File: src/rtl/led_seq_sched.sv
// LED bank scheduler: round-robin grant of two LED programs, runs the owner's program from a tick prescaler.
// Latency: ack and first frame land on the grant edge; done lands on the final tick. Requesters hold req until ack.
// Optional: LED_SEQ_PREEMPT_EN lets requester 0 cut a running requester-1 program at its next tick.
module led_seq_sched #(
  parameter int WIDTH = 12,
  parameter int DIV_W = 28,
  parameter int LEN_W = 4
) (
  input  logic             clk,
  input  logic             rst,
  input  logic             enable,
  input  logic [DIV_W-1:0] tick_div,
  input  logic             req0,
  input  logic [WIDTH-1:0] pat0,
  input  logic [1:0]       mode0,
  input  logic [LEN_W-1:0] len0,
  input  logic             req1,
  input  logic [WIDTH-1:0] pat1,
  input  logic [1:0]       mode1,
  input  logic [LEN_W-1:0] len1,
  output logic             ack0,
  output logic             ack1,
  output logic             done0,
  output logic             done1,
  output logic             aborted,
  output logic             busy,
  output logic             owner,
  output logic [LEN_W-1:0] step,
  output logic             tick,
  output logic [WIDTH-1:0] led
);

  typedef enum logic {IDLE, RUN} state_t;

  state_t           state, state_nx;
  logic [DIV_W-1:0] count, count_nx;
  logic             last_owner, last_owner_nx;
  logic [WIDTH-1:0] pat_q, pat_nx;
  logic [1:0]       mode_q, mode_nx;
  logic [LEN_W-1:0] len_q, len_nx;

  logic             ack0_nx, ack1_nx, done0_nx, done1_nx, aborted_nx, owner_nx, tick_nx;
  logic [LEN_W-1:0] step_nx;
  logic [WIDTH-1:0] led_nx;

  logic [DIV_W-1:0] div_m1;
  logic             fire;
  logic [LEN_W-1:0] step_inc;
  logic [LEN_W-1:0] last_step;
  logic             do_load;
  logic             load_sel;

  // tick_div of 0 behaves as 1, so the terminal count is never negative
  assign div_m1    = (tick_div == '0) ? '0 : tick_div - DIV_W'(1);
  assign fire      = (count >= div_m1);
  assign step_inc  = step + LEN_W'(1);
  assign last_step = len_q - LEN_W'(1);
  assign busy      = (state == RUN);

  always_comb begin
    state_nx      = state;
    count_nx      = count;
    last_owner_nx = last_owner;
    pat_nx        = pat_q;
    mode_nx       = mode_q;
    len_nx        = len_q;
    ack0_nx       = 1'b0;
    ack1_nx       = 1'b0;
    done0_nx      = 1'b0;
    done1_nx      = 1'b0;
    aborted_nx    = 1'b0;
    tick_nx       = 1'b0;
    owner_nx      = owner;
    step_nx       = step;
    led_nx        = led;
    do_load       = 1'b0;
    load_sel      = 1'b0;

    case (state)
      IDLE: begin
        if (req0 || req1) begin
          do_load  = 1'b1;
          load_sel = (req0 && req1) ? ~last_owner : req1;
        end
      end
      RUN: begin
        if (enable) begin
          if (fire) begin
            tick_nx  = 1'b1;
            count_nx = '0;
`ifdef LED_SEQ_PREEMPT_EN
            if (owner && req0) begin
              done1_nx   = 1'b1;
              aborted_nx = 1'b1;
              do_load    = 1'b1;
              load_sel   = 1'b0;
            end else
`endif
            if ((len_q != '0) && (step == last_step)) begin
              done0_nx = ~owner;
              done1_nx = owner;
              led_nx   = '0;
              step_nx  = '0;
              state_nx = IDLE;
            end else begin
              step_nx = step_inc;
              case (mode_q)
                2'd0:    led_nx = {led[WIDTH-2:0], led[WIDTH-1]};
                2'd1:    led_nx = {led[0], led[WIDTH-1:1]};
                2'd2:    led_nx = step_inc[0] ? ~pat_q : pat_q;
                default: led_nx = led;
              endcase
            end
          end else begin
            count_nx = count + DIV_W'(1);
          end
        end
      end
      default: state_nx = IDLE;
    endcase

    // Grant path shared by the IDLE arbiter and preemption
    if (do_load) begin
      ack0_nx       = ~load_sel;
      ack1_nx       = load_sel;
      pat_nx        = load_sel ? pat1 : pat0;
      mode_nx       = load_sel ? mode1 : mode0;
      len_nx        = load_sel ? len1 : len0;
      led_nx        = load_sel ? pat1 : pat0;
      owner_nx      = load_sel;
      last_owner_nx = load_sel;
      step_nx       = '0;
      count_nx      = '0;
      state_nx      = RUN;
    end
  end

  always_ff @(posedge clk or negedge rst) begin
    if (!rst) begin
      state      <= IDLE;
      count      <= '0;
      last_owner <= 1'b1;
      pat_q      <= '0;
      mode_q     <= '0;
      len_q      <= '0;
      ack0       <= 1'b0;
      ack1       <= 1'b0;
      done0      <= 1'b0;
      done1      <= 1'b0;
      aborted    <= 1'b0;
      tick       <= 1'b0;
      owner      <= 1'b0;
      step       <= '0;
      led        <= '0;
    end else begin
      state      <= state_nx;
      count      <= count_nx;
      last_owner <= last_owner_nx;
      pat_q      <= pat_nx;
      mode_q     <= mode_nx;
      len_q      <= len_nx;
      ack0       <= ack0_nx;
      ack1       <= ack1_nx;
      done0      <= done0_nx;
      done1      <= done1_nx;
      aborted    <= aborted_nx;
      tick       <= tick_nx;
      owner      <= owner_nx;
      step       <= step_nx;
      led        <= led_nx;
    end
  end

endmodule
File: config.mk
export PLATFORM = sky130hd
export DESIGN_NAME = led_seq_sched
export DESIGN_NICKNAME = d
export VERILOG_FILES = /design/src/rtl/led_seq_sched.sv
export SDC_FILE = /design/constraint.sdc
export NUM_CORES = 1
export LEC_CHECK = 0
export ABC_AREA = 1
export ABC_CLOCK_PERIOD_IN_PS = 2100
export CAP_MARGIN = 10
export CORE_UTILIZATION = 55
export CTS_CLUSTER_SIZE = 30
export DETAILED_ROUTE_END_ITERATION = 6
export PLACE_DENSITY = 0.85
export SYNTH_ARGS = -nofsm -noshare
export SYNTH_HDL_FRONTEND = slang
export SYNTH_SLANG_ARGS = --single-unit
File: constraint.sdc
create_clock -name clk -period 2.1 [get_ports clk]
set_input_delay 0.525 -clock clk [delete_from_list [all_inputs] [get_ports clk]]
set_output_delay 0.525 -clock clk [all_outputs]
set_load 0.02 [all_outputs]
After elaboration in Yosys (flattened, before gate mapping)
Cells that the tools add are included.
Operators by class
  $add $sub $neg: 4
  bitwise logic cells: 4
  muxes and demuxes: 43
  reduce and logical (&&, ||, !) cells: 13
  equality and inequality tests: 3
  magnitude comparators: 1
Operator list (number)
  2-to-1 mux 28 bit: 5
  2-to-1 mux 12 bit: 7
  case mux 12 bit (3 select lines): 1
  adder 28 x 1 -> 28 bit (second input constant): 1
  >= comparator 28 bit: 1
  logical NOT 28 bit: 1
  subtractor 28 x 1 -> 28 bit (second input constant): 1
  2-to-1 mux 4 bit: 6
  2-to-1 mux 1 bit: 23
  inverter 12 bit: 1
  nonzero test 2 bit: 3
  nonzero test 5 bit: 1
  adder 4 x 1 -> 4 bit (second input constant): 1
  == test 4 bit: 1
  AND reduction 4 bit: 1
  nonzero test 4 bit: 1
  subtractor 4 x 1 -> 4 bit (second input constant): 1
  inverter 1 bit: 3
  AND reduction 3 bit: 1
  == test 2 x 1 -> 1 bit (second input constant): 1
  == test 2 bit (second input constant): 1
  logical AND 1 bit: 2
  logical NOT 2 bit: 1
  2-to-1 mux 2 bit: 1
  2 further kinds: 2
Storage, ports and cells
  output and inout port bits: 24
  word-level logic and storage cells: 82
  input port bits: 69
  flip-flop bits (word level): 70

Longest topological paths before layout
  depth in word-level cells: 8
  depth in mapped cells: 24

Worst setup path after synthesis
No wires, ideal clock.
  path type: input to register
  start: input tick_div[0]
  end: register led[0]
  required time: 1.983 ns
  stages on the path: 23
  setup time: 0.117 ns
  path buffers: 2
  path slack: -1.056 ns
  arrival: 3.039 ns
  path through: inv_1 ha_1 inv_1 nor2_1 inv_1 nor2_2 nand2_1 nor3_2 nand3_1 nand2_1 nand3_1 ha_1 nand2_1 nor2_1 nor3b_2 and2b_1 nand2_2 nand3_2 buf_6 nand2_2 buf_6 nand2_1 nand2_1
Between the ends
  longest elaborated chain between the ends: 5
  elaborated cells between the ends (all ways): 6
  those cells by class: add/sub (1); order compare (1); mux (1); reduce/logical (3)
Ends and longest elaborated chain
  start: declaration: line 12  | input logic [DIV_W-1:0] tick_div,
  subtractor 28 x 1 -> 28 bit / logical NOT 28 bit (equally long branches): line 54  | assign div_m1 = (tick_div == '0) ? '0 : tick_div - DIV_W'(1);
  2-to-1 mux 28 bit *: line 54
  >= comparator 28 bit *: line 55  | assign fire = (count >= div_m1);
  nonzero test 2 bit (no line) *
  AND reduction 4 bit (no line) *
  end signal: assignment: line 170  | led <= led_nx;
  end: declaration: line 30  | output logic [WIDTH-1:0] led
Mark *: on every way between the ends. The rest lies on a longest branch, timed or not.
A chain may end at the register's enable or synchronous reset.

Worst setup path in the final report
  start: input tick_div[22]
  end: register count[23]
Between the ends
  longest elaborated chain between the ends: 7
  elaborated cells between the ends (all ways): 8
  those cells by class: add/sub (1); order compare (1); mux (5); reduce/logical (1)
Ends and longest elaborated chain
  subtractor 28 x 1 -> 28 bit / logical NOT 28 bit (equally long branches): line 54
  2-to-1 mux 28 bit *: line 54
  >= comparator 28 bit *: line 55
  2-to-1 mux 28 bit *: line 88  | if (fire) begin
  2-to-1 mux 28 bit *: line 87  | if (enable) begin
  2-to-1 mux 28 bit *: line 79  | case (state)
  2-to-1 mux 28 bit *: line 123  | if (do_load) begin
  end signal: assignment: line 157  | count <= count_nx;
  end: declaration: line 36  | logic [DIV_W-1:0] count, count_nx;
Mark *: on every way between the ends. The rest lies on a longest branch, timed or not. The select of a mux whose other input is x is not followed.

==> reports/results.txt <==
ANT nets after route: 0
H-tree levels: 3
CTS tree: built
Initial Util: 0.573
Final worst slack: -870 ps
Outcome: finished, violations left
Sequential-to-total area share from yosys stat: 0.310
Worst path required time: 2390 ps
Critical Path Slowest Stage Cell: ha_1
Synth Instances: 846
GP Congestion: 0.888
Clock latency at the later pin of the worst-skew pair: 360 ps
GR peak layer: met2
CP max FO: 5
Period utilization: 1.41
Root Driver: clkbuf_8
Area Growth Syn to Fin: 49.9%
Die Footprint: 0.0107 sq mm
CP top delay family: simple AND/OR/NAND/NOR gates
CP startpoint: tick_div[22]
Clock Sinks: 70
WHS: 167 ps
Vias post-DR: 6716
Seq cells post-synth: 70
Max-slew violations: 0
Max incr delay on CP: 240 ps
Hold crit path type: in2async
Maximum vdd ir drop: 0.793 mV
DRC viols: 0
Congestion Overflow GR: 0
Setup crit start kind: primary input
Synthesized area: 0.00565 sq mm
Hpwl dp: 11900 um
Hold violation total from the final report: 0
Final setup TNS: -39660 ps
DRT Wirelength: 18900 um
Total CTS buffers: 9
M3 GR Usage: 0.0753
CTS Buffer Depth: 2
GRT Util Overall: 0.350
Fin area: 0.00847 sq mm
I/O pins: 93
Global Route met1 Usage: 0.398
Lkg Pwr: 4.11 nW
Total of warnings raised by yosys: 0
Core footprint: 0.00986 sq mm
Relative slew slack: 0.614
P per Cell Area: 826 mW/mm^2
R2R Setup Slk: 40 ps
Cts hold-fix bufs: 0
Final min period: 2970 ps
Final setup vio count: 48
Met2 usage: 0.601
Clock transition at path regs: 70 ps
Reg-to-Reg End: led[11]$_DFFE_PN0P_
Cell variety after synth: 41
Initial antenna violation count: 1
CP endpoint kind: flip-flop
DR iter-0 viols: 450
R2R depth: 11
Final nets: 1163
Crit path cell chain: clkdlybuf4s15_1 > nor2_1 > nand4_1 > buf_4 > nor3_4 > nand2_2 > buf_4 > nand3_1 > ha_1 > nand2_1 > nor2_2 > nor3b_4 > buf_4 > a21oi_4 > buf_6 > buf_6 > nand4_1 > o21bai_1
Wire length per cell: 15.8 um
Reg2Reg Launch Point: len_q[0]$_DFFE_PN0P_
FILL cells: 562
Port Buffer Count: 91
RSZ-0062 raised after global routing: yes
CP most frequent cell: buf_4
Pin count of the biggest net entering global routing: 71
Ys flop type: dfrtp_1
Critical Path Stages: 18
Critical Path AT: 3260 ps
Die Wd: 103 um
Max Cap Viol: 0
Syn_nets: 952
Setup CP Type: in2reg
Least-Margin Pin Slew: 577 ps
Share of cells above drive strength 1: 0.300
Failing checks: negative setup slack
Placed Area: 0.00748 sq mm
Fmax: 0.337 GHz
Die height: 103 um
Mean Syn Cell Area: 6.68 sq um
Final Total Pwr: 0.00700 W
EDFF count, synth: 0
Drt first pass iters: 5
Fin Clk Skew: 12.3 ps
Ys async rst share: 1.00
Vias in the first global route: 6299
CP Buf/Inv Count: 6
Global-route wire length before repair: 28600 um
Core Rows: 36
Vias per cell: 5.62
## worst reg2reg max path: cells and delay by family, from the launching register on
kind,cells,cell delay (ps)
flops,1,370
simple gates,6,690
xor+xnor,1,140
buf+inv,3,560
fa+ha+maj,1,270
## layout make-up
cell class                      count  area (sq um)  share of cell area
Multi-Input combinational cell    647          3910               0.461
Timing Repair Buffer              224          2040               0.240
Sequential cell                    70          1750               0.207
Inverter                          104           425              0.0502
Clock buffer                       13           169              0.0199
Tap cell                          133           166              0.0196
Clock inverter                      1          5.00            0.000591
Timing Repair inverter              1          5.00            0.000591
Antenna cell                        1          2.50            0.000295
## flip-flops by register name, indices dropped and copies added, names as in the netlist
| register | flops |
|---|---|
| ack0 | 1 |
| ack1 | 1 |
| busy | 1 |
| count | 28 |
| done0 | 1 |
| done1 | 1 |
| last_owner | 1 |
| led | 12 |
| len_q | 4 |
| mode_q | 2 |
| owner | 1 |
| pat_q | 12 |
| step | 4 |
| tick | 1 |
## repair_timing
| action | CTS | global route |
|---|---|---|
| pin swaps | 61 | 23 |
| endpoints found under the setup margin | 48 | 48 |
| gates resized for setup | 205 | 48 |
| gates cloned | 2 | 1 |
| buffers inserted | 31 | 4 |
## worst max path at each step
stage,endpoint,slack (ps)
after global placement,count[0]$_DFFE_PN0P_,-1580
after global routing,led[8]$_DFFE_PN0P_,-1330
final,count[23]$_DFFE_PN0P_,-870
after detailed placement,count[15]$_DFFE_PN0P_,-1690
after floorplan,led[0]$_DFFE_PN0P_,-870
after CTS,count[24]$_DFFE_PN0P_,-660
## per-layer routing
layer | part of all wire | vias up
met5 | 0 | -
met4 | 0.054 | 0
met3 | 0.068 | 92
met2 | 0.49 | 341
met1 | 0.39 | 3086
li1 | - | 3197
## cells by family (layout without fill, tap and decap cells)
group	count (synthesis)	in the layout	share of synthesized area
AND/OR/NAND/NOR	453	454	0.349
AO/OA/AOI/OAI	136	136	0.136
buffers and inverters	130	343	0.0926
flip-flops	70	70	0.310
adder cells (fa/ha/maj)	37	37	0.0819
XOR/XNOR	19	19	0.0295
other	1	2	0.000664
## power by group
group / total, W / leakage, nW / internal (W) / switching, W
clock network: 0.00101 / 0.0914 / 0.000512 / 0.000503
registers: 0.00222 / 0.896 / 0.00177 / 0.000447
logic: 0.00377 / 3.12 / 0.00162 / 0.00215
total: 0.00700 / 4.11 / 0.00390 / 0.00310
## layout by cell type, fill, tap and decap left out, types with 17 or more instances in the layout
| cell type | netlist | final |
|---|---|---|
| nand2_1 | 208 | 174 |
| inv_1 | 99 | 83 |
| nor2_1 | 104 | 66 |
| nor2_2 | 1 | 27 |
| ha_1 | 37 | 33 |
| o21ai_0 | 68 | 64 |
| a21oi_1 | 28 | 25 |
| dfrtp_1 | 69 | 69 |
| nand2_2 | 3 | 29 |
| buf_6 | 2 | 17 |
| buf_4 | 4 | 118 |
| clkdlybuf4s50_1 | 0 | 62 |
| nand3_1 | 78 | 73 |
## per-stage QoR
step | std cells | setup WS (ps) | util
6_report | 1194 | -870 | 0.859
5_1_grt | 1194 | -1330 | 0.859
4_1_cts | 1189 | -660 | 0.836
3_5_place_dp | 1143 | -1690 | 0.758
3_3_place_gp | 1143 | -1580 | 0.758
2_1_floorplan | 846 | -867 | -
## cell usage after synthesis (all sizes together), types with 2 or more instances
| cell type | number | area, sq um |
|---|---|---|
| nor3b | 3 | 27.5 |
| nand2 | 211 | 800 |
| nand4 | 15 | 93.8 |
| clkbuf | 17 | 65.1 |
| nand3 | 79 | 400 |
| o22ai | 11 | 68.8 |
| ha | 37 | 463 |
| xor2 | 15 | 131 |
| o211ai | 13 | 97.6 |
| o21ai | 69 | 345 |
| o21bai | 4 | 30.0 |
| inv | 103 | 387 |
| buf | 9 | 67.6 |
| nor3 | 17 | 105 |
| nor4 | 3 | 18.8 |
| dfrtp | 69 | 1730 |
| a21o | 6 | 45.0 |
| or2 | 16 | 100 |
| nor2 | 105 | 397 |
| a21oi | 30 | 158 |
| nand3b | 2 | 15.0 |
| xnor2 | 4 | 35.0 |
(Power assumes the default switching activity.)
